`config.mk`:
```
export PLATFORM = sky130hd
export DESIGN_NAME = exposure_sequencer
export DESIGN_NICKNAME = d
export VERILOG_FILES = /design/src/rtl/exposure_sequencer.sv
export SDC_FILE = /design/constraint.sdc
export NUM_CORES = 1
export LEC_CHECK = 0
export ABC_AREA = 1
export BUFFER_PORTS_ARGS = -buffer_cell sky130_fd_sc_hd__buf_4
export CAP_MARGIN = 20
export CORE_ASPECT_RATIO = 2
export CORE_UTILIZATION = 44
export DETAILED_ROUTE_END_ITERATION = 12
export SLEW_MARGIN = 25
export SYNTH_ARGS = -nofsm -noshare
export SYNTH_HDL_FRONTEND = slang
export SYNTH_SLANG_ARGS = --single-unit
```
`constraint.sdc`:
```
create_clock -name clk_i -period 2.16 [get_ports clk_i]
set_input_delay 0.324 -clock clk_i [delete_from_list [all_inputs] [get_ports clk_i]]
set_output_delay 0.324 -clock clk_i [all_outputs]
set_load 0.03 [all_outputs]
```
`src/rtl/exposure_sequencer.sv`:
```
// Wafer exposure sequencer: load -> align -> env check -> NUM_FIELDS scans -> unload.
// Every handshake wait has a watchdog. A scan that times out is retried through
// ENV_WAIT so the scan commands drop for at least one cycle. Interlock and
// environment faults abort with a cause code that survives until the next start.
module exposure_sequencer #(
  parameter int NUM_FIELDS = 8,
  parameter int FIELD_W    = 4,
  parameter int TIMEOUT    = 64,
  parameter int TO_W       = 8,
  parameter int MAX_RETRY  = 2
) (
  input  logic               clk_i,
  input  logic               reset_i,          // async, active low
  input  logic               start_op_i,
  input  logic               clear_err_i,
  input  logic               safety_sensor_i,
  input  logic               env_ok_i,
  input  logic               wl_done_i,
  input  logic               rl_done_i,
  input  logic               ws_done_i,
  input  logic               rs_done_i,
  output logic               cmd_wl_load_o,
  output logic               cmd_rl_load_o,
  output logic               cmd_ws_align_o,
  output logic               cmd_ws_scan_o,
  output logic               cmd_rs_scan_o,
  output logic               cmd_source_active_o,
  output logic               cmd_wl_unload_o,
  output logic [3:0]         process_state_o,
  output logic [FIELD_W-1:0] field_idx_o,
  output logic               busy_o,
  output logic               error_o,
  output logic [3:0]         error_code_o
);

  typedef enum logic [3:0] {
    S_IDLE     = 4'd0,
    S_LOAD     = 4'd1,
    S_ALIGN    = 4'd2,
    S_ENV_WAIT = 4'd3,
    S_EXPOSE   = 4'd4,
    S_STEP     = 4'd5,
    S_UNLOAD   = 4'd6,
    S_DONE     = 4'd7,
    S_ABORT    = 4'd8
  } state_e;

  localparam logic [TO_W-1:0]    TO_LAST    = TO_W'(TIMEOUT - 1);
  localparam logic [FIELD_W-1:0] FIELD_LAST = FIELD_W'(NUM_FIELDS - 1);
  localparam logic [1:0]         RETRY_MAX  = 2'(MAX_RETRY);
  localparam logic [3:0]         CODE_SCAN  = 4'h4;
  localparam logic [3:0]         CODE_ENV   = 4'hE;
  localparam logic [3:0]         CODE_ILK   = 4'hF;

  state_e             state_q, state_d;
  logic [FIELD_W-1:0] field_q, field_d;
  logic [1:0]         retry_q, retry_d;
  logic [3:0]         code_q, code_d;
  logic [TO_W-1:0]    wd_q, wd_d;
  logic               stk_a_q, stk_a_d;
  logic               stk_b_q, stk_b_d;

  logic pulse_a, pulse_b, done_a, done_b, timeout, in_run, waiting, entry;

  // Completion pulses of the two-party handshakes and the sticky capture view
  always_comb begin
    pulse_a = 1'b0;
    pulse_b = 1'b0;
    case (state_q)
      S_LOAD:   begin pulse_a = wl_done_i; pulse_b = rl_done_i; end
      S_EXPOSE: begin pulse_a = ws_done_i; pulse_b = rs_done_i; end
      default:  ;
    endcase
    done_a  = stk_a_q | pulse_a;
    done_b  = stk_b_q | pulse_b;
    timeout = (wd_q == TO_LAST);
    in_run  = (state_q != S_IDLE) && (state_q != S_ABORT);
    waiting = state_q inside {S_LOAD, S_ALIGN, S_ENV_WAIT, S_EXPOSE, S_UNLOAD};
  end

  // Next state: interlock > env drop > completion > timeout
  always_comb begin
    state_d = state_q;
    field_d = field_q;
    retry_d = retry_q;
    code_d  = code_q;
    if (in_run && safety_sensor_i) begin
      state_d = S_ABORT;
      code_d  = CODE_ILK;
    end else begin
      case (state_q)
        S_IDLE: if (start_op_i && !safety_sensor_i) begin
          state_d = S_LOAD;
          field_d = '0;
          retry_d = '0;
          code_d  = '0;
        end
        S_LOAD:
          if (done_a && done_b) state_d = S_ALIGN;
          else if (timeout) begin state_d = S_ABORT; code_d = 4'(S_LOAD); end
        S_ALIGN:
          if (ws_done_i) state_d = S_ENV_WAIT;
          else if (timeout) begin state_d = S_ABORT; code_d = 4'(S_ALIGN); end
        S_ENV_WAIT:
          if (env_ok_i) state_d = S_EXPOSE;
          else if (timeout) begin state_d = S_ABORT; code_d = 4'(S_ENV_WAIT); end
        S_EXPOSE:
          if (!env_ok_i) begin
            state_d = S_ABORT;
            code_d  = CODE_ENV;
          end else if (done_a && done_b) begin
            state_d = S_STEP;
          end else if (timeout) begin
            if (retry_q < RETRY_MAX) begin
              state_d = S_ENV_WAIT;   // drops scan commands, field_idx kept
              retry_d = retry_q + 2'd1;
            end else begin
              state_d = S_ABORT;
              code_d  = CODE_SCAN;
            end
          end
        S_STEP:
          if (field_q == FIELD_LAST) state_d = S_UNLOAD;
          else begin
            state_d = S_EXPOSE;
            field_d = field_q + 1'b1;
            retry_d = '0;
          end
        S_UNLOAD:
          if (wl_done_i) state_d = S_DONE;
          else if (timeout) begin state_d = S_ABORT; code_d = 4'(S_UNLOAD); end
        S_DONE:  state_d = S_IDLE;
        S_ABORT: if (clear_err_i && !safety_sensor_i) state_d = S_IDLE;
        default: state_d = S_IDLE;
      endcase
    end
  end

  // Watchdog and sticky done bits restart on every state entry
  always_comb begin
    entry   = (state_d != state_q);
    stk_a_d = entry ? 1'b0 : (stk_a_q | pulse_a);
    stk_b_d = entry ? 1'b0 : (stk_b_q | pulse_b);
    if (entry)                     wd_d = '0;
    else if (waiting && !timeout)  wd_d = wd_q + 1'b1;
    else                           wd_d = wd_q;
  end

  // State, counters and registered command/status decode of the next state
  always_ff @(posedge clk_i or negedge reset_i) begin
    if (!reset_i) begin
      state_q             <= S_IDLE;
      field_q             <= '0;
      retry_q             <= '0;
      code_q              <= '0;
      wd_q                <= '0;
      stk_a_q             <= 1'b0;
      stk_b_q             <= 1'b0;
      cmd_wl_load_o       <= 1'b0;
      cmd_rl_load_o       <= 1'b0;
      cmd_ws_align_o      <= 1'b0;
      cmd_ws_scan_o       <= 1'b0;
      cmd_rs_scan_o       <= 1'b0;
      cmd_source_active_o <= 1'b0;
      cmd_wl_unload_o     <= 1'b0;
      busy_o              <= 1'b0;
      error_o             <= 1'b0;
    end else begin
      state_q             <= state_d;
      field_q             <= field_d;
      retry_q             <= retry_d;
      code_q              <= code_d;
      wd_q                <= wd_d;
      stk_a_q             <= stk_a_d;
      stk_b_q             <= stk_b_d;
      cmd_wl_load_o       <= (state_d == S_LOAD);
      cmd_rl_load_o       <= (state_d == S_LOAD);
      cmd_ws_align_o      <= (state_d == S_ALIGN);
      cmd_ws_scan_o       <= (state_d == S_EXPOSE);
      cmd_rs_scan_o       <= (state_d == S_EXPOSE);
      cmd_source_active_o <= (state_d == S_EXPOSE);
      cmd_wl_unload_o     <= (state_d == S_UNLOAD);
      busy_o              <= !(state_d inside {S_IDLE, S_DONE, S_ABORT});
      error_o             <= (state_d == S_ABORT);
    end
  end

  assign process_state_o = state_q;
  assign field_idx_o     = field_q;
  assign error_code_o    = code_q;

endmodule

```
==> results.md, run 1 <==
- Synth warn: 0
- Distinct cell type count after synthesis: 34
- Most numerous cell in the Yosys netlist: nand2_1
- Synth-to-layout area growth: 37.9%
- Register bit total from synthesis: 30
- Slowest cell on crit path: dfrtp_1
- Clock transition at path regs: around 60 ps
- Worst Tran Pin Value: around 400 ps
- Top Ports: 31
- Post-synth EDFFs: 0
- Nets@finish: 326
- CTS Buf Count: 5
- WL final: approximately 5.2 mm
- Power Dens Cells: 931 mW/mm2
- CP startpoint: process_state_o[0]$_DFF_PN0_
- Total grt overflow: 0
- Peak VDD IR: 821 uV
- Final period utilization: 95.0%
- Fraction of layout cells with a size suffix above 1: 33.3%
- Slew margin rel.: about three quarters
- Largest net degree at the start of global routing: 31
- Initial antenna violation count: 0
- Worst R2R Start: process_state_o[0]$_DFF_PN0_
- DR iter-0 viols: 56
- Die Wd: 47.8 um
- Delay-heaviest family, CP: simple AND/OR/NAND/NOR gates
- Synth Net Count: 258
- Cells along the critical path: buf_4, nor2_4, nand3_1, nand3_1, a31oi_1, nand2_1, nand2_2, nand2_1, nand2_1, nor2_4, nand3_4, nor2_1
- Static Leak: between 1 and 1.5 nW
- Seq/Total Area, Yosys: 40.7%
- Final setup fails: 0
- Crit start category: register
- Maxcap violations: 0
- Fin Setup TNS: 0 ps
- CP dominant cell by count: nand2_1
- R2R setup slack: 110 ps
- Gpl congestion: 1.01
- DRC Markers: 0
- R2R cell count: 12
- Worst setup EP type: register
- Crit path kind: register to register
- Fmax achieved: between 400 and 500 MHz
- Clock Latency Late Sink: 290 ps
- Slowest stage delay, CP: 450 ps
- Top FF cell, synth: dfrtp_1
- Worst hold path class: register to register
- Full die area: 0.00447 mm2
- Yosys top cell by area: dfrtp_1
- Via count: approximately 1.9k
- Post-DRT Antenna Nets: 0
- Worst path required time: about 2400 ps
- Area share of the largest cell type after synthesis: between 40% and 50%
- DP HPWL: roughly 3.9 mm
- Global-route wire length before repair: ~8 mm
- Top post-synthesis cells by area: dfrtp_1, nand2_1, nand3_1
- 1st-pass router iterations: 4
- Vias/cell: 5.11
- Minimum clock period: slightly above 2000 ps
- Max H-tree Level: 2
- Syn avg cell area: 7.50 um2
- Async S/R FF share, synth: 100%
- WL/cell: 14.2 um
- Final Non-Filler Cells: 367
- Fill count: 409
- Vias in the first global route: 1812
- CP Depth: 12
- Crit path to: wd_q[3]$_DFFE_PN0P_
- Placed cell count: 351
- Inserted Diodes: 0
- Most frequent cells after synthesis: nand2_1, inv_1, dfrtp_1, nor2_1, nand3_1
- Area of the core: 0.00405 mm2
- Fin. Hold Viols: 0
- Max Slew Vio Count: 0
- Site Rows: 33
- Arrival @ worst endpoint: between 2000 and 2500 ps
- Clock root cell: clkbuf_8
- Die Y: 93.6 um
- Netlist Area Pre-Place: 0.00185 mm2
- Starting density of the core: roughly 46%
- Critical R2R Capture: wd_q[3]$_DFFE_PN0P_
- Clk sinks: 30
- Worst-path fanout max: 5
- Largest buffer count on any clock path: 2
- Clock skew: 7.38 ps
- Syn Inst Count: 246
- CTS tree: built
- All-Layer GR Usage: 25.3%
- WHS: between 400 and 500 ps
- Final Power: about 2.4 mW
- Status: completed
- Port bufs: 30
- CP bufs+invs: 1
[layout make-up]
class	instances	area (um2)	share of cell area, %
repair buffers	64	495	19.5
clock buffers	7	86.3	3.39
clock inverters	1	5.00	0.197
inverters	35	131	5.16
well taps	52	65.1	2.56
flip-flops and latches	30	753	29.6
multi-input cells	178	1010	39.6
[what timing repair did]
item,in CTS,in global routing
cloned,0,1
pin swaps,0,5
endpoints found under the setup margin,10,12
hold endpoints to repair,30,0
hold buffers,1,0
setup buffers,0,6
gates resized for setup,1,18
[stage by stage]
step	setup WS [ps]	cell area, um2	util (%)
after global routing	-14.4	2540	62.9
final	108	2540	62.9
after CTS	52.1	2410	59.6
after detailed placement	12.1	2300	57.0
after floorplan	201	1850	-
after global placement	-28.0	2300	57.0
[sequential cells by signal (all words and copies together), names as in the netlist]
signal               count
error_o                  1
cmd_wl_unload_o          1
wd_q                     8
cmd_source_active_o      1
cmd_ws_align_o           1
stk_a_q                  1
process_state_o          4
busy_o                   1
stk_b_q                  1
field_idx_o              4
error_code_o             4
retry_q                  2
cmd_rl_load_o            1
[layout by cell type, fill, tap and decap left out, drive strengths merged]
master / n
buf: 63
nand2: 56
nor2: 37
inv: 35
nand3: 32
dfrtp: 30
a21oi: 13
o21ai: 9
nor3: 7
clkbuf: 7
xor2: 6
nand4: 5
nand3b: 3
o211ai: 2
ha: 2
a31oi: 1
o22ai: 1
o221ai: 1
xnor2: 1
mux2i: 1
and3: 1
clkinv: 1
dlygate4sd3: 1
[worst min path at each step]
stage	start	end	slack, ps	cells after the start
floorplan	reset_i	busy_o$_DFF_PN0_	30	0
global placement	reset_i	field_idx_o[1]$_DFFE_PN0P_	280	1
detailed placement	reset_i	field_idx_o[1]$_DFFE_PN0P_	280	1
CTS	error_code_o[0]$_DFFE_PN0P_	error_code_o[0]$_DFFE_PN0P_	490	2
global route	error_code_o[3]$_DFFE_PN0P_	error_code_o[3]$_DFFE_PN0P_	520	2
finish	error_code_o[0]$_DFFE_PN0P_	error_code_o[0]$_DFFE_PN0P_	480	2
[worst min-delay path: stages (launching register included)]
cell	delay [ps]
dfrtp_1	340
nand2_1	50
o21ai_0	60
[kinds of logic (layout without fill, tap and decap cells)]
| logic type | count (synthesis) | after routing | synth area share, % |
|---|---|---|---|
| and+or+nand+nor | 140 | 141 | 36.8 |
| DFF | 30 | 30 | 40.7 |
| adders and majority gates | 2 | 2 | 1.36 |
| muxes | 1 | 1 | 0.542 |
| xor gates and xnor gates | 7 | 7 | 3.32 |
| buffers and inverters | 39 | 107 | 8.95 |
| AOI/OAI and AO/OA | 27 | 27 | 8.34 |
[power by group]
part	leakage, nW	internal [mW]	switching, mW	total [mW]
Sequential	0.406	0.665	0.0773	0.742
Combinational	0.926	0.474	0.684	1.16
Clock	0.0482	0.257	0.213	0.470
Total	1.38	1.40	0.974	2.37
[routing by layer]
metal | up-vias | global-route usage [%] | routed length [um]
met5 | - | 0 | 0
met4 | 0 | 18.3 | 284
met3 | 17 | 4.63 | 116
met2 | 38 | 42.8 | 2930
met1 | 886 | 25.1 | 1880
li1 | 935 | - | -
No activity file was read; power rests on OpenSTA's default activity.
==> run 2: changes to the inputs <==
REMOVE_ABC_BUFFERS = 1   (was default)
==> results.md, run 2 (synthesis results as in run 1) <==
- Die Y: just over 90 um
- WL/cell: between 10 and 15 um
- Vias/cell: 5.25
- Fin. Hold Viols: 0
- Post-DRT Antenna Nets: 0
- CP dominant cell by count: nand2_2
- CTS Buf Count: 5
- Worst-path fanout max: 8
- Gpl congestion: 0.897
- Biggest register: wd_q
- GRT Max-Usage Layer: met2
- Site Rows: 33
- Maxcap violations: 0
- CTS tree: built
- Cells along the critical path: inv_2, nor2_4, nand3_2, nand3b_4, nand2_8, nand2_1, nand3b_1, nand2_2, nand4_1, nand2_2, nand3_4, nor2_2
- Hold wc startpoint: error_code_o[2]$_DFFE_PN0P_
- Worst setup EP type: register
- Via count: 1862
- Max reg flops: 8
- Top Ports: 31
- Slowest cell on crit path: dfrtp_1
- Final period utilization: 98.7%
- 1st-pass router iterations: 4
- DR iter-0 viols: 79
- Initial antenna violation count: 0
- Starting density of the core: 45.6%
- Synth-to-layout area growth: 36.8%
- Port bufs: 30
- Delay-heaviest family, CP: simple AND/OR/NAND/NOR gates
- Clock Latency Late Sink: 280 ps
- Commonest non-fill, non-tap cell in the layout: buf_4
- Worst Tran Pin Value: 383 ps
- Arrival @ worst endpoint: ~2300 ps
- Global-route wire length before repair: between 7 and 8 mm
- Fraction of layout cells with a size suffix above 1: 36.0%
- Max Slew Vio Count: 0
- Clk sinks: 30
- Largest net degree at the start of global routing: 31
- Die Wd: approximately 48 um
- Worst path required time: 2370 ps
- Clock root cell: clkbuf_8
- DRC Markers: 0
- Slowest stage delay, CP: about 430 ps
- Clock skew: 8.21 ps
- Worst hold path class: register to register
- Final setup fails: 0
- Slew margin rel.: 74.5%
- Power Dens Cells: 918 mW/mm2
- Max H-tree Level: 2
- Crit path kind: register to register
- Fin Setup TNS: 0 ps
- Routing usage on met3: 3.86%
- CP startpoint: process_state_o[2]$_DFF_PN0_
- Static Leak: 1.32 nW
- Met2 Use GR: 44.0%
- Fmax achieved: 469 MHz
- CP bufs+invs: 1
- Peak VDD IR: roughly 550 uV
- WL final: 5.27 mm
- Fin util: between 60 and 70%
- Unrepaired setup endpoints after global routing: yes
- Largest buffer count on any clock path: 2
- Minimum clock period: 2130 ps
- All-Layer GR Usage: 23.7%
- Crit start category: register
- DP HPWL: around 3.9 mm
- Area of the core: 0.00405 mm2
- Worst R2R Start: process_state_o[2]$_DFF_PN0_
- Clock transition at path regs: ~70 ps
- Vias in the first global route: 1718
- Nets@finish: roughly 310
- Inserted Diodes: 0
- Status: completed
- Total grt overflow: 0
- Full die area: 0.00447 mm2
- Most frequent cells in the layout: buf_4, nand2_1, inv_1, dfrtp_1, nor2_1
- Met1 Use GR: 21.8%
[run 2: changes by cell type in the layout (fill, tap and decap cells not counted), moves of 3 or more]
| cell | change |
|---|---|
| buf_4 | -11 |
| nand2_1 | -9 |
| nand2_2 | +5 |
| nand2_4 | +3 |
| nand3_1 | -5 |
| nand3_2 | +4 |
| nor2_2 | +5 |
| nor2_4 | -3 |
[run 2: metrics by stage]
stage / std cells / instance area (um2) / total power [mW] / setup WS [ps] / hold WS, ps
6_report: 355 / 2520 / 2.32 / 27.5 / 484
5_1_grt: 355 / 2520 / 2.46 / -57.4 / 520
3_5_place_dp: 339 / 2210 / 1.71 / -5.86 / 281
4_1_cts: 348 / 2320 / 2.19 / 66.1 / 491
2_1_floorplan: 242 / 1810 / 1.34 / 91.9 / 28.4
3_3_place_gp: 339 / 2210 / 1.71 / -20.9 / 276
[run 2: final cells by class]
cell class / instances / area (um2)
fillers: 405 / 1520
multi-input cells: 178 / 1090
flip-flops and latches: 30 / 754
repair buffers: 52 / 393
inverters: 35 / 131
clock buffers: 7 / 86.3
well taps: 52 / 65.1
clock inverters: 1 / 5.00
[run 2: per-layer routing]
layer | up-vias | share of wire (%)
li1 | 908 | -
met1 | 866 | 33
met2 | 65 | 58
met3 | 23 | 4.4
met4 | 0 | 4.4
met5 | - | 0
[run 2: path summary, 6_finish.rpt]
| kind | slack (ps) | cells past startpoint | endpoint |
|---|---|---|---|
| setup / recovery | 30 | 12 | wd_q[7]$_DFFE_PN0P_ |
| hold / removal | 480 | 2 | error_code_o[2]$_DFFE_PN0P_ |
| setup reg to reg | 30 | 12 | wd_q[7]$_DFFE_PN0P_ |
| hold reg to reg | 480 | 2 | error_code_o[2]$_DFFE_PN0P_ |
| max in group asynchronous | 1350 | 2 | process_state_o[1]$_DFF_PN0_ |
| min in group asynchronous | 500 | 2 | field_idx_o[1]$_DFFE_PN0P_ |
[run 2: worst min-delay path: cells and delay by family (launching register included)]
family | cells | cell delay, ps
AOI/OAI and AO/OA | 1 | 60
DFF | 1 | 340
and+or+nand+nor | 1 | 50
[run 2: repair_timing]
| item | in CTS | in global routing |
|---|---|---|
| setup endpoints to repair | 10 | 10 |
| gates resized for setup | 1 | 39 |
| hold buffers | 1 | 0 |
| pin swaps | 0 | 11 |
| setup buffers | 0 | 6 |
| endpoints found under the hold margin | 30 | 0 |
| cloned | 0 | 1 |
[run 2: where the power goes]
part           total [mW]  switching [mW]  internal (mW)
sequential          0.740          0.0740          0.666
combinational        1.12           0.702          0.413
clock               0.464           0.207          0.257
==> run 3: changes to the inputs <==
==> constraint.sdc (replaced) <==
create_clock -name clk_i -period 2.16 [get_ports clk_i]
set_input_delay 0.432 -clock clk_i [delete_from_list [all_inputs] [get_ports clk_i]]
set_output_delay 0.432 -clock clk_i [all_outputs]
set_load 0.03 [all_outputs]
==> results.md, run 3 (synthesis results as in run 1) <==
- Synth-to-layout area growth: 36.3%
- Crit path kind: register to register
- Worst path required time: 2370 ps
- Full die area: 0.00447 mm2
- Minimum clock period: between 2000 and 2500 ps
- Largest buffer count on any clock path: 2
- CP bufs+invs: 1
- Vias/cell: 5.26
- Max H-tree Level: 2
- R2R cell count: 12
- Peak VDD IR: between 500 and 600 uV
- Final Power: 2.32 mW
- Starting density of the core: 45.6%
- Fin util: 62.2%
- Worst R2R Start: process_state_o[2]$_DFF_PN0_
- Worst hold path class: input pin to async pin
- Clock transition at path regs: 70 ps
- Clock root cell: clkbuf_8
- DR iter-0 viols: 74
- Fin. Hold Viols: 0
- CTS Buf Count: 5
- 1st-pass router iterations: 4
- Gpl congestion: 0.897
- CP Depth: 12
- WL/cell: 14.8 um
- Reg area: 754 um2
- Inserted Diodes: 0
- WL final: between 5 and 6 mm
- Arrival @ worst endpoint: 2340 ps
- Worst setup EP type: register
- Static Leak: 1.31 nW
- Clock skew: between 7 and 8 ps
- Slowest stage delay, CP: approximately 430 ps
- Status: completed
- Post-DRT Antenna Nets: 0
- Final Non-Filler Cells: 354
- DP HPWL: 3.86 mm
- Die Y: 93.6 um
- Clk sinks: 30
- Top Ports: 31
- Die Wd: roughly 48 um
- Unrepaired setup endpoints after global routing: yes
- Largest net degree at the start of global routing: 31
- CP startpoint: process_state_o[2]$_DFF_PN0_
- Final setup fails: 0
- Cts hold-fix bufs: 0
- Total grt overflow: 0
- Multi-input logic area: 0.00109 mm2
- Power Dens Cells: 922 mW/mm2
- Global-route wire length before repair: 7.38 mm
- Delay-heaviest family, CP: simple AND/OR/NAND/NOR gates
- Port bufs: 30
- Final period utilization: 98.8%
- Max reg flops: 8
- Commonest non-fill, non-tap cell in the layout: buf_4
- All-Layer GR Usage: 23.7%
- Initial antenna violation count: 0
- Area of the core: between 0.004 and 0.005 mm2
- Crit start category: register
- Max Slew Vio Count: 0
- CP dominant cell by count: nand2_2
- Site Rows: 33
- DRC Markers: 0
- Fmax achieved: 469 MHz
- Worst-path fanout max: 8
- Most frequent cells in the layout: buf_4, nand2_1, inv_1, dfrtp_1, nor2_1
- CTS tree: built
- Fill count: around 400
- Cells along the critical path: inv_2, nor2_4, nand3_2, nand3b_4, nand2_8, nand2_1, nand3b_1, nand2_2, nand4_1, nand2_2, nand3_4, nor2_2
- Slew margin rel.: 74.3%
- Via count: 1863
- Vias in the first global route: 1706
- Biggest register: wd_q
- Placed cell count: roughly 340
- Maxcap violations: 0
- Fraction of layout cells with a size suffix above 1: 36.1%
- Clock Latency Late Sink: 280 ps
- Nets@finish: 313
- Worst Tran Pin Value: 386 ps
- Slowest cell on crit path: dfrtp_1
-- run 3: cell types whose count changed in the layout (fill, tap and decap cells not counted), sizes merged --
| cell | change |
|---|---|
| dlygate4sd3 | -1 |
-- run 3: report_power, final --
part | total, mW | internal (mW) | switching (mW)
clock | 0.464 | 0.257 | 0.208
combinational | 1.11 | 0.411 | 0.703
sequential | 0.740 | 0.666 | 0.0739
total | 2.32 | 1.33 | 0.985
-- run 3: worst paths after layout --
kind	to	slack (ps)
max	wd_q[7]$_DFFE_PN0P_	30
min	field_idx_o[1]$_DFFE_PN0P_	60
max reg2reg	wd_q[7]$_DFFE_PN0P_	30
min reg2reg	error_code_o[2]$_DFFE_PN0P_	480
max in group asynchronous	process_state_o[1]$_DFF_PN0_	1780
min in group clk_i	error_code_o[2]$_DFFE_PN0P_	480
-- run 3: timing repair --
| item | CTS | global route |
|---|---|---|
| buffers inserted | 0 | 6 |
| cloned | 0 | 1 |
| pin swaps | 0 | 11 |
| endpoints found under the setup margin | 10 | 10 |
| gates resized for setup | 1 | 39 |
-- run 3: final cells by class --
cell class | instances | area share (%)
Multi-Input combinational cell | 178 | 43.3
Sequential cell | 30 | 30.0
Clock inverter | 1 | 0.199
Clock buffer | 7 | 3.43
Tap cell | 52 | 2.59
Inverter | 35 | 5.22
Timing Repair Buffer | 51 | 15.2
-- run 3: per-layer routing --
layer	track usage, %	routed length (um)
met5	0	0
met2	43.8	3060
met3	3.86	225
met4	13.2	238
met1	21.8	1720
-- run 3: per-stage QoR --
stage	hold slack (ps)	instance area (um2)	setup slack (ps)	TNS (ps)
after floorplan	136	1810	91.9	0
after global placement	384	2210	-20.9	-132
after detailed placement	389	2210	-5.86	-11.9
after CTS	89.5	2310	66.1	0
after global routing	101	2510	-57.4	-208
final	64.9	2510	26.4	0
